File: src/rtl/regex_pc_buffer.sv
// regex_pc_buffer: deduplicating thread-PC FIFO between seed/CPU-feedback writers and the CPU fetch port,
// with per-context occupancy and global idle reporting.
module regex_pc_buffer #(
  parameter int PC_WIDTH              = 9,
  parameter int CC_ID_BITS            = 2,
  parameter int FIFO_WIDTH_POWER_OF_2 = 2
) (
  input  logic                       i_clk,
  input  logic                       i_rst_n,
  input  logic                       i_seed_valid,
  input  logic [PC_WIDTH-1:0]        i_seed_pc,
  input  logic [CC_ID_BITS-1:0]      i_seed_cc_id,
  output logic                       o_seed_ready,
  input  logic                       i_in_pc_valid,
  input  logic [PC_WIDTH-1:0]        i_in_pc,
  input  logic [CC_ID_BITS-1:0]      i_in_cc_id,
  output logic                       o_in_pc_ready,
  output logic                       o_out_pc_valid,
  output logic [PC_WIDTH-1:0]        o_out_pc,
  output logic [CC_ID_BITS-1:0]      o_out_cc_id,
  input  logic                       i_out_pc_ready,
  input  logic                       i_cpu_running,
  output logic [(1<<CC_ID_BITS)-1:0] o_cc_pending,
  output logic                       o_dup_drop,
  output logic                       o_idle
);
  localparam int AW    = FIFO_WIDTH_POWER_OF_2;
  localparam int CW    = FIFO_WIDTH_POWER_OF_2 + 1;
  localparam int DEPTH = 1 << FIFO_WIDTH_POWER_OF_2;
  localparam int NCC   = 1 << CC_ID_BITS;

  logic [PC_WIDTH-1:0]   r_pc [DEPTH];
  logic [CC_ID_BITS-1:0] r_cc [DEPTH];
  logic [DEPTH-1:0]      r_v;
  logic [AW-1:0]         r_wr_ptr, r_rd_ptr;
  logic [CW-1:0]         r_count;
  logic                  r_dup_drop;
  logic [DEPTH-1:0]      w_match;
  logic [PC_WIDTH-1:0]   w_pc;
  logic [CC_ID_BITS-1:0] w_cc;
  logic                  w_full, w_empty, w_fire, w_hit, w_store, w_pop;

  assign w_full         = r_count == CW'(DEPTH);
  assign w_empty        = r_count == '0;
  assign o_in_pc_ready  = !w_full;
  assign o_seed_ready   = !w_full && !i_in_pc_valid;
  // CPU feedback always wins the shared write port so the CPU never stalls behind a seed
  assign w_pc           = i_in_pc_valid ? i_in_pc : i_seed_pc;
  assign w_cc           = i_in_pc_valid ? i_in_cc_id : i_seed_cc_id;
  assign w_fire         = !w_full && (i_in_pc_valid || i_seed_valid);
  assign w_hit          = |w_match;
  assign w_store        = w_fire && !w_hit;
  assign w_pop          = !w_empty && i_out_pc_ready;
  assign o_out_pc_valid = !w_empty;
  assign o_out_pc       = r_pc[r_rd_ptr];
  assign o_out_cc_id    = r_cc[r_rd_ptr];
  assign o_dup_drop     = r_dup_drop;
  assign o_idle         = w_empty && !i_cpu_running && !i_seed_valid;

  // An entry popped on this edge is still valid here, so a same-edge rewrite is dropped
  for (genvar k = 0; k < DEPTH; k++) begin : g_match
    assign w_match[k] = r_v[k] && r_pc[k] == w_pc && r_cc[k] == w_cc;
  end

  always_ff @(posedge i_clk or negedge i_rst_n) begin
    if (!i_rst_n) begin
      r_wr_ptr   <= '0;
      r_rd_ptr   <= '0;
      r_count    <= '0;
      r_v        <= '0;
      r_dup_drop <= 1'b0;
      for (int k = 0; k < DEPTH; k++) begin
        r_pc[k] <= '0;
        r_cc[k] <= '0;
      end
    end else begin
      r_dup_drop <= w_fire && w_hit;
      r_count    <= r_count + CW'(w_store) - CW'(w_pop);
      if (w_store) begin
        r_pc[r_wr_ptr] <= w_pc;
        r_cc[r_wr_ptr] <= w_cc;
        r_v[r_wr_ptr]  <= 1'b1;
        r_wr_ptr       <= r_wr_ptr + 1'b1;
      end
      if (w_pop) begin
        r_v[r_rd_ptr] <= 1'b0;
        r_rd_ptr      <= r_rd_ptr + 1'b1;
      end
    end
  end

  for (genvar i = 0; i < NCC; i++) begin : g_pend
    logic [CW-1:0] r_pend;
    always_ff @(posedge i_clk or negedge i_rst_n) begin
      if (!i_rst_n) r_pend <= '0;
      else r_pend <= r_pend + CW'(w_store && w_cc == CC_ID_BITS'(i))
                            - CW'(w_pop && r_cc[r_rd_ptr] == CC_ID_BITS'(i));
    end
    assign o_cc_pending[i] = |r_pend;
  end
endmodule

File: config.mk
export PLATFORM = sky130hd
export DESIGN_NAME = regex_pc_buffer
export DESIGN_NICKNAME = d
export VERILOG_FILES = /design/src/rtl/regex_pc_buffer.sv
export SDC_FILE = /design/constraint.sdc
export NUM_CORES = 1
export LEC_CHECK = 0
export ABC_CLOCK_PERIOD_IN_PS = 3700
export BUFFER_PORTS_ARGS = -buffer_cell sky130_fd_sc_hd__buf_2
export CORE_MARGIN = 2
export CORE_UTILIZATION = 50
export DETAILED_ROUTE_END_ITERATION = 6
export HOLD_SLACK_MARGIN = 0.02
export PLACE_DENSITY = 0.77
export SLEW_MARGIN = 5
export SYNTH_ARGS = -nofsm -noshare
export SYNTH_HDL_FRONTEND = slang
export SYNTH_SLANG_ARGS = --single-unit
File: constraint.sdc
create_clock -name i_clk -period 3.7 [get_ports i_clk]
set_clock_uncertainty 0.15 [all_clocks]
set_input_delay 0.185 -clock i_clk [delete_from_list [all_inputs] [get_ports i_clk]]
set_output_delay 0.185 -clock i_clk [all_outputs]
set_load 0.01 [all_outputs]
# [After elaboration in Yosys (flattened, before gate mapping)]
# Index checks and enable logic that the tools add are counted.
[op_classes] mul=0 div=0 mux=20 n_lt_le_gt_ge=7 n_eq_ne=15 shifts=0 reduce_logical=41 n_bitwise=5 add_sub_neg=12
[ops] operator="bitwise mux 36 bit" count=1
[ops] operator="== test 9 bit" count=4
[ops] operator="2-to-1 mux 9 bit" count=4
[ops] operator="logical AND 1 bit" count=26
[ops] operator="binary-select mux 9 bit (select 2 bit)" count=1
[ops] operator="demux 9 bit (select 2 bit)" count=1
[ops] operator="adder 3 x 1 -> 3 bit" count=5
[ops] operator="subtractor 3 x 1 -> 3 bit" count=5
[ops] operator="OR reduction 3 bit" count=4
[ops] operator="bitwise mux 8 bit" count=1
[ops] operator="== test 2 bit" count=4
[ops] operator="== test 2 bit, second input constant" count=4
[ops] operator="2-to-1 mux 2 bit" count=4
[ops] operator="2-to-1 mux 4 bit" count=2
[ops] operator=">= comparator 3 bit, second input constant" count=2
[ops] operator="logical NOT 1 bit" count=6
[ops] operator="< comparator 2 x 3 -> 1 bit, second input constant" count=2
[ops] operator="inverter 2 -> 3 bit" count=2
[ops] operator="adder 2 x 1 -> 2 bit, second input constant" count=2
[ops] operator="bitwise AND 4 bit" count=1
[ops] operator="binary-select mux 2 bit (select 2 bit)" count=1
[ops] operator="demux 1 bit (select 2 bit)" count=2
[ops] operator="demux 2 bit (select 2 bit)" count=1
[ops] operator="== test 2 x 1 -> 1 bit, second input constant" count=2
[ops] operator="other kinds (10)" count=13
[word_totals] n_memories=0 wordCells=117 latchBits=0 mem_bits_rw=0 out_inout_bits=20 romBits=0 reg_bits=68

# [Depth between registers and ports, before layout]
[logic_depth] word_depth=10 mapped_depth=16

# [Least setup slack after synthesis]
# Ideal clock, no wire load.
[synth_path] path_kind="input to register" startpoint="in i_in_pc_valid" endpoint="reg g_pend[0].r_pend[2]" path_buffers=2 arrival_time_ps=3018 required_time_ps=3470 path_stages=15 path_slack_ps=452 setup_ps=80 path_cell_list="buf_6 mux2_2 buf_4 xnor2_1 nand4_1 or3_1 o31ai_2 nor3_1 nand3_1 ha_1 inv_1 ha_1 fa_1 xnor2_1 xnor2_1"
[synth_between] elab_chain_len=10 elab_cells_between_ends=27
[synth_lines] element="start: declaration" line_no="14" text="input logic i_in_pc_valid,"
[synth_lines] element="2-to-1 mux 9 bit" line_no="48" text="assign w_pc = i_in_pc_valid ? i_in_pc : i_seed_pc;"
[synth_lines] element="== test 9 bit" line_no="62" text="assign w_match[k] = r_v[k] && r_pc[k] == w_pc && r_cc[k] == w_cc;"
[synth_lines] element="logical AND 1 bit (2 in a row)" line_no="62"
[synth_lines] element="OR reduction 4 bit" line_no="51" text="assign w_hit = |w_match;"
[synth_lines] element="logical NOT 1 bit" line_no="52" text="assign w_store = w_fire && !w_hit;"
[synth_lines] element="logical AND 1 bit" line_no="52"
[synth_lines] element="logical AND 1 bit *" line_no="96" text="else r_pend <= r_pend + CW'(w_store && w_cc == CC_ID_BITS'(i))"
[synth_lines] element="adder 3 x 1 -> 3 bit *" line_no="96"
[synth_lines] element="subtractor 3 x 1 -> 3 bit *" line_no="97" text="- CW'(w_pop && r_cc[r_rd_ptr] == CC_ID_BITS'(i));"
[synth_lines] element="end signal: assignment" line_no="96"
[synth_lines] element="end: declaration" line_no="93" text="logic [CW-1:0] r_pend;"
# Every way passes the cells marked *; elsewhere a longest branch is shown, timed or not.
# A chain may end at the register's enable or synchronous reset.

# [Worst setup path in the final report]
[layout_path] startpoint="in i_in_pc_valid" endpoint="reg g_pend[2].r_pend[2]"
[layout_between] elab_chain_len=10 elab_cells_between_ends=27
[layout_lines] element="2-to-1 mux 9 bit" line_no="48"
[layout_lines] element="== test 9 bit" line_no="62"
[layout_lines] element="logical AND 1 bit (2 in a row)" line_no="62"
[layout_lines] element="OR reduction 4 bit" line_no="51"
[layout_lines] element="logical NOT 1 bit" line_no="52"
[layout_lines] element="logical AND 1 bit" line_no="52"
[layout_lines] element="logical AND 1 bit *" line_no="96"
[layout_lines] element="adder 3 x 1 -> 3 bit *" line_no="96"
[layout_lines] element="subtractor 3 x 1 -> 3 bit *" line_no="97"
[layout_lines] element="end signal: assignment" line_no="96"
[layout_lines] element="end: declaration" line_no="93"
# Marked as above.

==> results by group <==
STA
  – RSZ-0062 raised after global routing: false
  – Post-layout minimum cycle time: 3350 ps
  – Final setup fails: 0
  – Maximum clock rate: 0.299 GHz
  – Final Slew Violations: 0
  – Final worst path period share: 0.904
  – Endpoints failing hold: 0
  – Setup TNS: 0 ps
  – Slew margin rel.: 0.328
  – Tightest Pin Transition: 1000 ps

Clock network
  – Root buffer cell: clkbuf_8
  – TritonCTS clock tree: yes
  – Clk slew on worst S/H paths: 70 ps
  – CTS Buf Count: 9
  – Max clock buf depth: 2
  – Setup Fix Bufs, Post-CTS: 0
  – Hold_buf cts: 1
  – CTS H-tree depth: 3
  – Clock latency on the worst-skew pair: 340 ps
  – Sink Count: 68
  – Post-cts repair resize count: 0

Synthesis
  – Most frequent cell after synthesis: dfrtp_1
  – Post-Synthesis Cells: 307
  – Post-synthesis instance area: 3920 um2
  – Ys Warns: 0
  – Most instantiated cells after synthesis: 68 x dfrtp_1, 51 x xnor2_1, 47 x mux2_2
  – Yosys reg bits: 68
  – Syn_nets: 358
  – Sequential element share of the synthesized area: 0.435
  – Post-synth EDFFs: 0
  – Most used flip-flop cell after synthesis: dfrtp_1
  – Dominant cells by area after synthesis: dfrtp_1 43%, mux2_2 14%, xnor2_1 11%
  – Synth async-reset ratio: 1.00
  – Area share of the largest cell type after synthesis: 0.435
  – Syn Area/Cell: 12.8 um2
  – Area leader, netlist: dfrtp_1
  – Cell variety after synth: 29

Floorplanning
  – Core ar.: 7650 um2
  – Num ports: 48
  – Starting Density: 0.512
  – Site Rows: 32
  – Vert. Die Dim: 92.5 um
  – Die area: 8550 um2
  – Die Span X: 92.5 um

Power
  – Worst-case vdd ir drop: 0.462 mV
  – Overall Power: 0.00407 W
  – Leak Pwr: 1.95 nW
  – Power Dens Cells: 905 nW/um2

Setup path
  – CP cell instances: buf_2 > buf_12 > mux2_2 > xor2_1 > nor4_1 > nand4_1 > o22ai_2 > nor3_1 > nand3_1 > ha_1 > inv_1 > ha_1 > fa_1 > xnor2_1 > xnor2_1
  – Reg2reg setup slack: 420 ps
  – CP Capture Type: flop
  – CP Launch Type: primary input
  – Worst reg2reg path depth: 12
  – Critical path required time: 3820 ps
  – Crit Path Category: primary input to flop
  – FF-to-FF End: g_pend[2].r_pend[2]
  – Buffers and inverters on the worst path: 3
  – Arrival time at the worst endpoint: 3460 ps
  – Crit path max-delay family: simple AND/OR/NAND/NOR gates
  – Worst path slowest cell: nor3_1
  – CP max FO: 20
  – Worst R2R Start: r_pc[14]
  – Max incr delay on CP: 620 ps

Global route
  – Pin count of the biggest net entering global routing: 35
  – Total grt overflow: 0
  – All-Layer GR Usage: 0.214
  – First-pass GRT wire length: 14000 um
  – Initial antenna violation count: 0
  – Vias in the first global route: 2759

Routing
  – Routed Antenna Nets: 0
  – DRT iter0 DRCs: 121
  – Drt via density: 5.41
  – Vias: 2571
  – Routed length per instance: 17.4 um
  – Drc violations: 0
  – DRT Pass-1 Iters: 4
  – Final wirelength: 8280 um

Placement
  – Port bufs: 47
  – Placed insts: 458
  – RD Place Congestion: 0.817
  – DP Wirelength: 6060 um

Final layout
  – Synth-to-Final Area Change: 14.9%
  – Final nets: 419
  – Layout Utilization: 0.588
  – Layout cells sized above 1: 0.359
  – ANT cells: 0
  – Non-Filler Instances: 475

Min path
  – WHS Path Cells: 3
  – Worst Hold Path EP: o_dup_drop
  – Hold wc startpoint: i_seed_valid
  – HP Class: primary input to flop

Flow run
  – Max-cap violations: 0

Run status
  – Outcome: completed
power breakdown:
group          switching [W]  internal (W)  total [W]
Clock               0.000288      0.000260   0.000548
Sequential          0.000350       0.00115    0.00150
Combinational       0.000919       0.00111    0.00203
Total                0.00156       0.00251    0.00407
cell usage in the layout (no fill, tap or decap), drive strengths merged, types with 3 or more instances in the layout:
master   count
nor2         7
clkbuf      12
nand4       10
mux2        56
nand2        8
clkinv       3
xor2         5
dfrtp       68
nand3        4
ha          18
mux2i        6
inv         21
fa           5
or3          6
nor3         8
mux4        11
buf         59
xnor2       51
a2bb2oi      4
layout make-up:
cell class,instances,area (um2)
Multi-Input combinational cell,207,2070
Tap cell,102,128
Inverter,22,82.6
Clock buffer,12,145
Sequential cell,68,1700
Clock inverter,4,25.0
Fill cell,622,3150
Timing Repair Buffer,60,348
cell families (layout without fill, tap and decap cells):
kind of cell | Yosys count | in the layout | share of synthesized area
buf+inv | 32 | 98 | 0.0368
xor+xnor | 56 | 56 | 0.125
fa+ha+maj | 23 | 23 | 0.0831
mux | 73 | 73 | 0.241
compound gates | 10 | 10 | 0.0211
simple gates | 45 | 45 | 0.0585
flops | 68 | 68 | 0.435
flip-flops by register name, indices dropped and copies added (netlist names):
signal and count:
r_pc 36, r_wr_ptr 2, r_v 4, g_pend.r_pend 12
r_count 3, r_rd_ptr 2, o_dup_drop 1, r_cc 8
through the flow:
stage / setup slack [ps] / area (um2) / hold WS, ps
finish: 353 / 4500 / 98.6
detailed placement: 23.9 / 4320 / 160
CTS: 372 / 4500 / 102
global placement: 23.7 / 4320 / 144
global route: 93.5 / 4500 / 150
floorplan: 452 / 3920 / -261
how the worst max path moves through the flow:
stage                       start                   to  slack, ps  depth (start not counted)
global route        i_in_pc_valid  g_pend[2].r_pend[2]         90                         15
CTS                 i_in_pc_valid  g_pend[2].r_pend[2]        370                         15
global placement    i_in_pc_valid  g_pend[1].r_pend[2]         20                         16
finish              i_in_pc_valid  g_pend[2].r_pend[2]        350                         15
floorplan           i_in_pc_valid  g_pend[0].r_pend[2]        450                         15
detailed placement  i_in_pc_valid  g_pend[0].r_pend[2]         20                         15
layer usage:
metal  GRT usage  part of all wire  routed length (um)  up-vias
li1            -                 -                   -     1189
met1       0.271              0.43                3570     1296
met2       0.366              0.51                4220       76
met3      0.0561             0.047                 388       10
met4      0.0535             0.011                  94        0
met5           0                 0                   0        -
worst min-delay path: stages:
cell	delay [ps]
buf_2	110
o21ai_0	120
nor2_1	140
(Power assumes the default switching activity.)
